## config.mk

```make
export PLATFORM = sky130hd
export DESIGN_NAME = adc_sample_capture_flat
export DESIGN_NICKNAME = d
export VERILOG_FILES = /design/src/rtl/adc_sample_capture_if.sv /design/src/rtl/adc_sample_capture.sv /design/src/flat_wrapper.sv
export SDC_FILE = /design/constraint.sdc
export NUM_CORES = 1
export LEC_CHECK = 0
export CORE_UTILIZATION = 40
export CTS_BUF_LIST = sky130_fd_sc_hd__clkbuf_4 sky130_fd_sc_hd__clkbuf_8
export DETAILED_ROUTE_END_ITERATION = 8
export GPL_TIMING_DRIVEN = 0
export PLACE_DENSITY_LB_ADDON = 0.12
export SLEW_MARGIN = 10
export SYNTH_ARGS = -nofsm -noshare
export SYNTH_HDL_FRONTEND = slang
export SYNTH_SLANG_ARGS = --single-unit
```

## constraint.sdc

```tcl
create_clock -name clk_in -period 3.45 [get_ports clk_in]
set_clock_uncertainty 0.2 [all_clocks]
set_input_delay 0.69 -clock clk_in [delete_from_list [all_inputs] [get_ports clk_in]]
set_output_delay 0.69 -clock clk_in [all_outputs]
set_load 0.1 [all_outputs]
```

## src/rtl/adc_sample_capture_if.sv

```systemverilog
// adc_sample_capture_if: valid/ready sample stream from the capture block
// to the downstream test/analysis logic.
interface adc_sample_capture_if #(
    parameter int DATA_W = 12
);
    logic [DATA_W-1:0] m_data;
    logic              m_valid;
    logic              m_ready;

    modport master (
        output m_data,
        output m_valid,
        input  m_ready
    );

    modport slave (
        input  m_data,
        input  m_valid,
        output m_ready
    );
endinterface

```

## src/rtl/adc_sample_capture.sv

```systemverilog
// adc_sample_capture: detects adc_clk rising edges in the clk_in domain, captures
// adc_data into a show-ahead FIFO and streams it out on a valid/ready interface.
// Optional build macro: ADC_AVG_EN -- average consecutive raw sample pairs
// before pushing (odd final sample is pushed unaveraged).
module adc_sample_capture #(
    parameter int DATA_W     = 12,
    parameter int FIFO_DEPTH = 8,
    parameter int CNT_W      = 16
) (
    input  logic                        clk_in,
    input  logic                        rst_n,
    input  logic                        adc_clk,
    input  logic [DATA_W-1:0]           adc_data,
    input  logic                        start,
    input  logic [CNT_W-1:0]            num_samples,
    input  logic                        abort,
    adc_sample_capture_if.master        m_if,
    output logic                        busy,
    output logic                        done,
    output logic                        overflow,
    output logic [CNT_W-1:0]            sample_count,
    output logic [$clog2(FIFO_DEPTH):0] fifo_level
);
    localparam int PTR_W = $clog2(FIFO_DEPTH);
    localparam int LVL_W = PTR_W + 1;
    localparam logic [LVL_W-1:0] LVL_FULL = LVL_W'(FIFO_DEPTH);

    typedef enum logic [1:0] {
        IDLE    = 2'd0,
        CAPTURE = 2'd1,
        DRAIN   = 2'd2
    } state_t;

    state_t              state_r;
    state_t              state_next_s;
    logic                adc_clk_d_r;
    logic [CNT_W-1:0]    target_r;
    logic [CNT_W-1:0]    count_r;
    logic                overflow_r;
    logic                done_r;
    logic                busy_r;
    logic [DATA_W-1:0]   mem_r [FIFO_DEPTH];
    logic [PTR_W-1:0]    wr_ptr_r;
    logic [PTR_W-1:0]    rd_ptr_r;
    logic [LVL_W-1:0]    level_r;

    logic                rise_s;
    logic                empty_s;
    logic                full_s;
    logic                pop_s;
    logic                push_req_s;
    logic                push_s;
    logic                drop_s;
    logic [DATA_W-1:0]   push_data_s;
    logic [CNT_W:0]      count_inc_s;
    logic                at_target_s;
    logic                take_start_s;
    logic                zero_done_s;
    logic                finish_s;
    logic                sample_s;

    assign rise_s      = adc_clk & ~adc_clk_d_r;
    assign empty_s     = (level_r == {LVL_W{1'b0}});
    assign full_s      = (level_r == LVL_FULL);
    assign pop_s       = ~empty_s & m_if.m_ready;
    assign push_s      = push_req_s & (~full_s | pop_s);
    assign drop_s      = push_req_s & full_s & ~pop_s;
    assign count_inc_s = {1'b0, count_r} + {{CNT_W{1'b0}}, 1'b1};
    assign at_target_s = (count_inc_s == {1'b0, target_r});

    // Next-state and per-cycle control decode for the capture FSM; abort wins.
    always_comb begin
        state_next_s = state_r;
        take_start_s = 1'b0;
        zero_done_s  = 1'b0;
        finish_s     = 1'b0;
        sample_s     = 1'b0;
        if (abort) begin
            state_next_s = IDLE;
        end else begin
            case (state_r)
                IDLE: begin
                    if (start) begin
                        if (num_samples != {CNT_W{1'b0}}) begin
                            state_next_s = CAPTURE;
                            take_start_s = 1'b1;
                        end else begin
                            zero_done_s  = 1'b1;
                        end
                    end else begin
                        state_next_s = IDLE;
                    end
                end
                CAPTURE: begin
                    if (rise_s) begin
                        sample_s = 1'b1;
                        if (at_target_s) begin
                            state_next_s = DRAIN;
                        end else begin
                            state_next_s = CAPTURE;
                        end
                    end else begin
                        state_next_s = CAPTURE;
                    end
                end
                DRAIN: begin
                    if (empty_s) begin
                        state_next_s = IDLE;
                        finish_s     = 1'b1;
                    end else begin
                        state_next_s = DRAIN;
                    end
                end
                default: begin
                    state_next_s = IDLE;
                end
            endcase
        end
    end

`ifdef ADC_AVG_EN
    logic              pair_valid_r;
    logic [DATA_W-1:0] pair_r;
    logic [DATA_W:0]   sum_s;

    assign sum_s = {1'b0, pair_r} + {1'b0, adc_data};

    // Push decode: one averaged push per pair; a lone final sample goes out as-is.
    always_comb begin
        push_req_s = sample_s & (pair_valid_r | at_target_s);
        if (pair_valid_r) begin
            push_data_s = sum_s[DATA_W:1];
        end else begin
            push_data_s = adc_data;
        end
    end

    // Pair register: holds the first sample of a pair, cleared on start and abort.
    always_ff @(posedge clk_in or negedge rst_n) begin
        if (!rst_n) begin
            pair_valid_r <= 1'b0;
            pair_r       <= {DATA_W{1'b0}};
        end else if (abort || take_start_s) begin
            pair_valid_r <= 1'b0;
            pair_r       <= {DATA_W{1'b0}};
        end else if (sample_s) begin
            if (pair_valid_r || at_target_s) begin
                pair_valid_r <= 1'b0;
            end else begin
                pair_valid_r <= 1'b1;
                pair_r       <= adc_data;
            end
        end
    end
`else
    // Push decode: every accepted raw sample is pushed directly.
    always_comb begin
        push_req_s  = sample_s;
        push_data_s = adc_data;
    end
`endif

    // Control registers: edge-detect history, FSM state, counters and status flags.
    always_ff @(posedge clk_in or negedge rst_n) begin
        if (!rst_n) begin
            adc_clk_d_r <= 1'b0;
            state_r     <= IDLE;
            busy_r      <= 1'b0;
            done_r      <= 1'b0;
            target_r    <= {CNT_W{1'b0}};
            count_r     <= {CNT_W{1'b0}};
            overflow_r  <= 1'b0;
        end else begin
            adc_clk_d_r <= adc_clk;
            state_r     <= state_next_s;
            busy_r      <= (state_next_s != IDLE);
            done_r      <= zero_done_s | finish_s;
            if (take_start_s) begin
                target_r   <= num_samples;
                count_r    <= {CNT_W{1'b0}};
                overflow_r <= 1'b0;
            end else begin
                if (sample_s && (count_r != {CNT_W{1'b1}})) begin
                    count_r <= count_inc_s[CNT_W-1:0];
                end
                if (drop_s) begin
                    overflow_r <= 1'b1;
                end
            end
        end
    end

    // Show-ahead FIFO storage and pointers; abort flushes the contents.
    always_ff @(posedge clk_in or negedge rst_n) begin
        if (!rst_n) begin
            for (int i = 0; i < FIFO_DEPTH; i++) begin
                mem_r[i] <= {DATA_W{1'b0}};
            end
            wr_ptr_r <= {PTR_W{1'b0}};
            rd_ptr_r <= {PTR_W{1'b0}};
            level_r  <= {LVL_W{1'b0}};
        end else if (abort) begin
            wr_ptr_r <= {PTR_W{1'b0}};
            rd_ptr_r <= {PTR_W{1'b0}};
            level_r  <= {LVL_W{1'b0}};
        end else begin
            if (push_s) begin
                mem_r[wr_ptr_r] <= push_data_s;
                wr_ptr_r        <= wr_ptr_r + {{(PTR_W-1){1'b0}}, 1'b1};
            end
            if (pop_s) begin
                rd_ptr_r <= rd_ptr_r + {{(PTR_W-1){1'b0}}, 1'b1};
            end
            case ({push_s, pop_s})
                2'b10:   level_r <= level_r + {{(LVL_W-1){1'b0}}, 1'b1};
                2'b01:   level_r <= level_r - {{(LVL_W-1){1'b0}}, 1'b1};
                default: level_r <= level_r;
            endcase
        end
    end

    assign m_if.m_data   = empty_s ? {DATA_W{1'b0}} : mem_r[rd_ptr_r];
    assign m_if.m_valid  = ~empty_s;
    assign busy          = busy_r;
    assign done          = done_r;
    assign overflow      = overflow_r;
    assign sample_count  = count_r;
    assign fifo_level    = level_r;
endmodule

```

## src/flat_wrapper.sv

```systemverilog
// flat-port wrapper written by rule: the top's interface ports become plain ports
module adc_sample_capture_flat 
#(
    parameter int DATA_W     = 12,
    parameter int FIFO_DEPTH = 8,
    parameter int CNT_W      = 16
)
  (clk_in, rst_n, adc_clk, adc_data, start, num_samples, abort, busy, done, overflow, sample_count, fifo_level, m_if_m_data, m_if_m_valid, m_if_m_ready);
  adc_sample_capture_if #(.DATA_W(DATA_W)) m_if_i ();
  input  logic clk_in;
  input  logic rst_n;
  input  logic adc_clk;
  input  logic [DATA_W-1:0] adc_data;
  input  logic start;
  input  logic [CNT_W-1:0] num_samples;
  input  logic abort;
  output logic busy;
  output logic done;
  output logic overflow;
  output logic [CNT_W-1:0] sample_count;
  output logic [$clog2(FIFO_DEPTH):0] fifo_level;
  output wire logic [$bits(m_if_i.m_data)-1:0] m_if_m_data;
  output wire logic [$bits(m_if_i.m_valid)-1:0] m_if_m_valid;
  input wire logic [$bits(m_if_i.m_ready)-1:0] m_if_m_ready;
  assign m_if_m_data = m_if_i.m_data;
  assign m_if_m_valid = m_if_i.m_valid;
  assign m_if_i.m_ready = m_if_m_ready;
  adc_sample_capture #(.DATA_W(DATA_W), .FIFO_DEPTH(FIFO_DEPTH), .CNT_W(CNT_W)) u_core (.clk_in(clk_in), .rst_n(rst_n), .adc_clk(adc_clk), .adc_data(adc_data), .start(start), .num_samples(num_samples), .abort(abort), .m_if(m_if_i), .busy(busy), .done(done), .overflow(overflow), .sample_count(sample_count), .fifo_level(fifo_level));
endmodule
```

==> run summary, run 1 <==
Area Growth Syn to Fin -> 19.79%
Final Wtd Congestion -> 0.8420
1st-pass router iterations -> 4
Pwr Total -> 0.005514 W
slowest stage delay, CP -> 610 ps
sequential cell area fraction in the yosys report -> 49.17%
total gr overflow -> 0
Synth warnings -> 0
drt total wl -> 17570 µm
Starting Density -> 40.80%
global-route wire length before repair -> 27410 µm
Final Hold Viols -> 0
GRT Total Usage -> 19.74%
H-Tree Depth -> 4
setup repair bufs after CTS -> 0
post-DR vias/cell -> 5.499
vias in the first global route -> 5021
setup repair after global routing missed its margin -> no
post-route ant nets -> 0
R2R Path Start -> u_core.fifo_level[1]
I/O pin total -> 70
Worst Setup Path Type -> register to output pin
Peak VDD IR -> 592.2 µV
Worst Setup End Kind -> output pin
Power Density -> 628.1 mW/mm²
Critical Path Source -> u_core.rd_ptr_r[1]
Total Nets Final -> 697
Post-Syn Area per Cell -> 12.90 µm²
critical path depth -> 5
routed len/inst -> 19.54 µm
Inst Count DP -> 867
Sink Count -> 144
Crit Path Max Fanout -> 10
Finished Core Util -> 48.87%
CP startpoint kind -> register
Worst Slack Setup Final -> 116.2 ps
core footprint -> 0.01796 mm²
largest net degree at the start of global routing -> 78
CP Capture Point -> m_if_m_data[2]
worst path arrival time -> 2440 ps
Crit-path slowest cell -> dfrtp_1
worst-case reg-to-reg path depth -> 10
port buffer count -> 69
fin area -> 0.008778 mm²
period utilization -> 96.63%
Slew Viols, Final -> 0
initial antenna violation count -> 0
Post-synth ARST share -> 100.0%
worst slack, placed -> -735.4 ps
Ant. Diodes -> 0
Unique masters post-synth -> 65
latest clock arrival within the worst-skew pair -> 450 ps
post-route DRC violation count -> 0
layout cells sized above 1 -> 30.60%
Worst EP required -> 2560 ps
vias -> 4944
commonest non-fill, non-tap cell in the layout -> dfrtp_1
outcome -> completed
row cnt -> 49
FF-to-FF End -> u_core.fifo_level[3]
worst-path cell chain -> clkbuf_4, mux4_2, mux2i_1, nor2_1, clkdlybuf4s15_2
Hold WC Path Type -> register to register
Root Driver -> clkbuf_8
maxcap violations -> 0
Layout Cells excl Fill -> 899
R2R Setup Slk -> 540 ps
worst path buffer plus inverter count -> 2
area of the die -> 0.01887 mm²
post-synth net total -> 608
register bit total from synthesis -> 144
Cells after Synth -> 568
Inserted Clock Buffers -> 17
initial DRC count -> 323
Worst-Margin Slew -> 982.0 ps
DP HPWL -> 12000 µm
Die Y -> 137.4 µm
Cell Area, Synth -> 0.007328 mm²
leading cell types in the layout, fill and taps excluded -> dfrtp_1, mux2_2, clkdlybuf4s50_1
Pleak -> 3.963 nW
CTS tree -> built
Top delay family on crit path -> buffers and inverters
Clock transition at path regs -> 80 ps
crit path time final -> 3334 ps
Most used DFF post-synth -> dfrtp_1
DP Area -> 0.008347 mm²
EDFF count, synth -> 0
deepest clock path buffer count -> 2
Slew HR -> 34.33%
f_max -> 300.0 MHz
Die W -> 137.4 µm
final setup vio count -> 0
-- Yosys cell counts (3+ instances only) --
| library cell | instances | area (µm²) |
|---|---|---|
| nor3_1 | 8 | 40.04 |
| nor2_1 | 33 | 123.9 |
| a31oi_1 | 7 | 43.79 |
| mux4_2 | 24 | 540.5 |
| buf_4 | 6 | 45.04 |
| xnor2_1 | 19 | 166.4 |
| mux2_2 | 73 | 822.0 |
| o31ai_1 | 5 | 37.54 |
| xor2_1 | 7 | 61.31 |
| dfrtp_1 | 144 | 3603 |
| mux2_4 | 20 | 300.3 |
| nor4_1 | 4 | 25.02 |
| buf_2 | 11 | 55.05 |
| nand4_1 | 8 | 50.05 |
| and2_1 | 3 | 18.77 |
| inv_1 | 7 | 26.28 |
| mux2i_1 | 13 | 130.1 |
| mux2_1 | 20 | 225.2 |
| buf_6 | 3 | 33.78 |
| nor3b_1 | 4 | 30.03 |
| nand3_1 | 12 | 60.06 |
| ha_1 | 5 | 62.56 |
| nor2b_1 | 3 | 18.77 |
| a21oi_1 | 9 | 45.04 |
| o21ai_0 | 26 | 130.1 |
| nor4_2 | 3 | 37.54 |
| and3_1 | 5 | 31.28 |
| nand2_1 | 29 | 108.9 |
| clkbuf_1 | 12 | 45.04 |
-- what timing repair did --
| item | CTS | global route |
|---|---|---|
| endpoints found under the setup margin | 13 | 6 |
| gates resized for setup | 60 | 12 |
| hold buffers | 1 | 0 |
| endpoints found under the hold margin | 2 | 0 |
| cloned | 0 | 0 |
| pin swaps | 0 | 0 |
-- metrics by stage --
step                hold WS, ps  setup TNS [ps]
floorplan                 194.4           -1306
global placement          261.5         -616290
detailed placement        270.8           -7761
CTS                       288.7               0
global route              300.4               0
finish                    285.3               0
-- cell type report --
cell class	instances	area (µm²)
clock inverter	13	186.4
multi-input combinational	382	3517
timing repair buffer	71	678.2
buffer	33	215.2
clock buffer	19	261.5
sequential	144	3603
fill	1608	9185
tap	229	286.5
inverter	8	30.03
-- layer usage --
layer	up-vias	part of all wire (%)	GRT usage, %
li1	2270	-	-
met1	2553	48	27.70
met2	106	47	30.98
met3	15	3.9	4.305
met4	0	0.95	4.945
met5	-	0	0
-- state kept, by name, indices dropped and copies added, names as in the netlist --
register / count
u_core.target_r: 16
u_core.fifo_level: 4
u_core.adc_clk_d_r: 1
u_core.rd_ptr_r: 3
u_core.wr_ptr_r: 3
u_core.done: 1
u_core.busy: 1
u_core.state_r: 2
u_core.overflow: 1
u_core.mem_r: 96
u_core.sample_count: 16
-- logic make-up after synthesis --
family	Yosys count	synth area share (%)
compound gates	68	5.942
xor+xnor	26	3.107
buf+inv	42	2.954
flops	144	49.17
simple gates	132	10.16
fa+ha+maj	6	1.127
mux	150	27.54
-- power by group --
part | internal (W) | leakage [nW] | total, W | switching, W
sequential | 0.00183 | 1.95 | 0.00196 | 0.000129
clock | 0.000828 | 0.226 | 0.00149 | 0.000664
combinational | 0.000634 | 1.79 | 0.00206 | 0.00143
-- worst min path at each step --
stage | from | to | slack, ps | depth (start not counted)
floorplan | rst_n | u_core.adc_clk_d_r | 190 | 0
global placement | u_core.mem_r[14] | u_core.mem_r[14] | 260 | 1
detailed placement | u_core.mem_r[13] | u_core.mem_r[13] | 270 | 1
CTS | u_core.mem_r[13] | u_core.mem_r[13] | 290 | 1
global route | u_core.mem_r[14] | u_core.mem_r[14] | 300 | 1
finish | u_core.mem_r[14] | u_core.mem_r[14] | 290 | 1
No activity file was read; power rests on OpenSTA's default activity.
==> run 2, diff against run 1 <==
- CAP_MARGIN: default -> 20
==> results of run 2 <==
No change in the layout: final DEF, timing and power equal those of run 1.
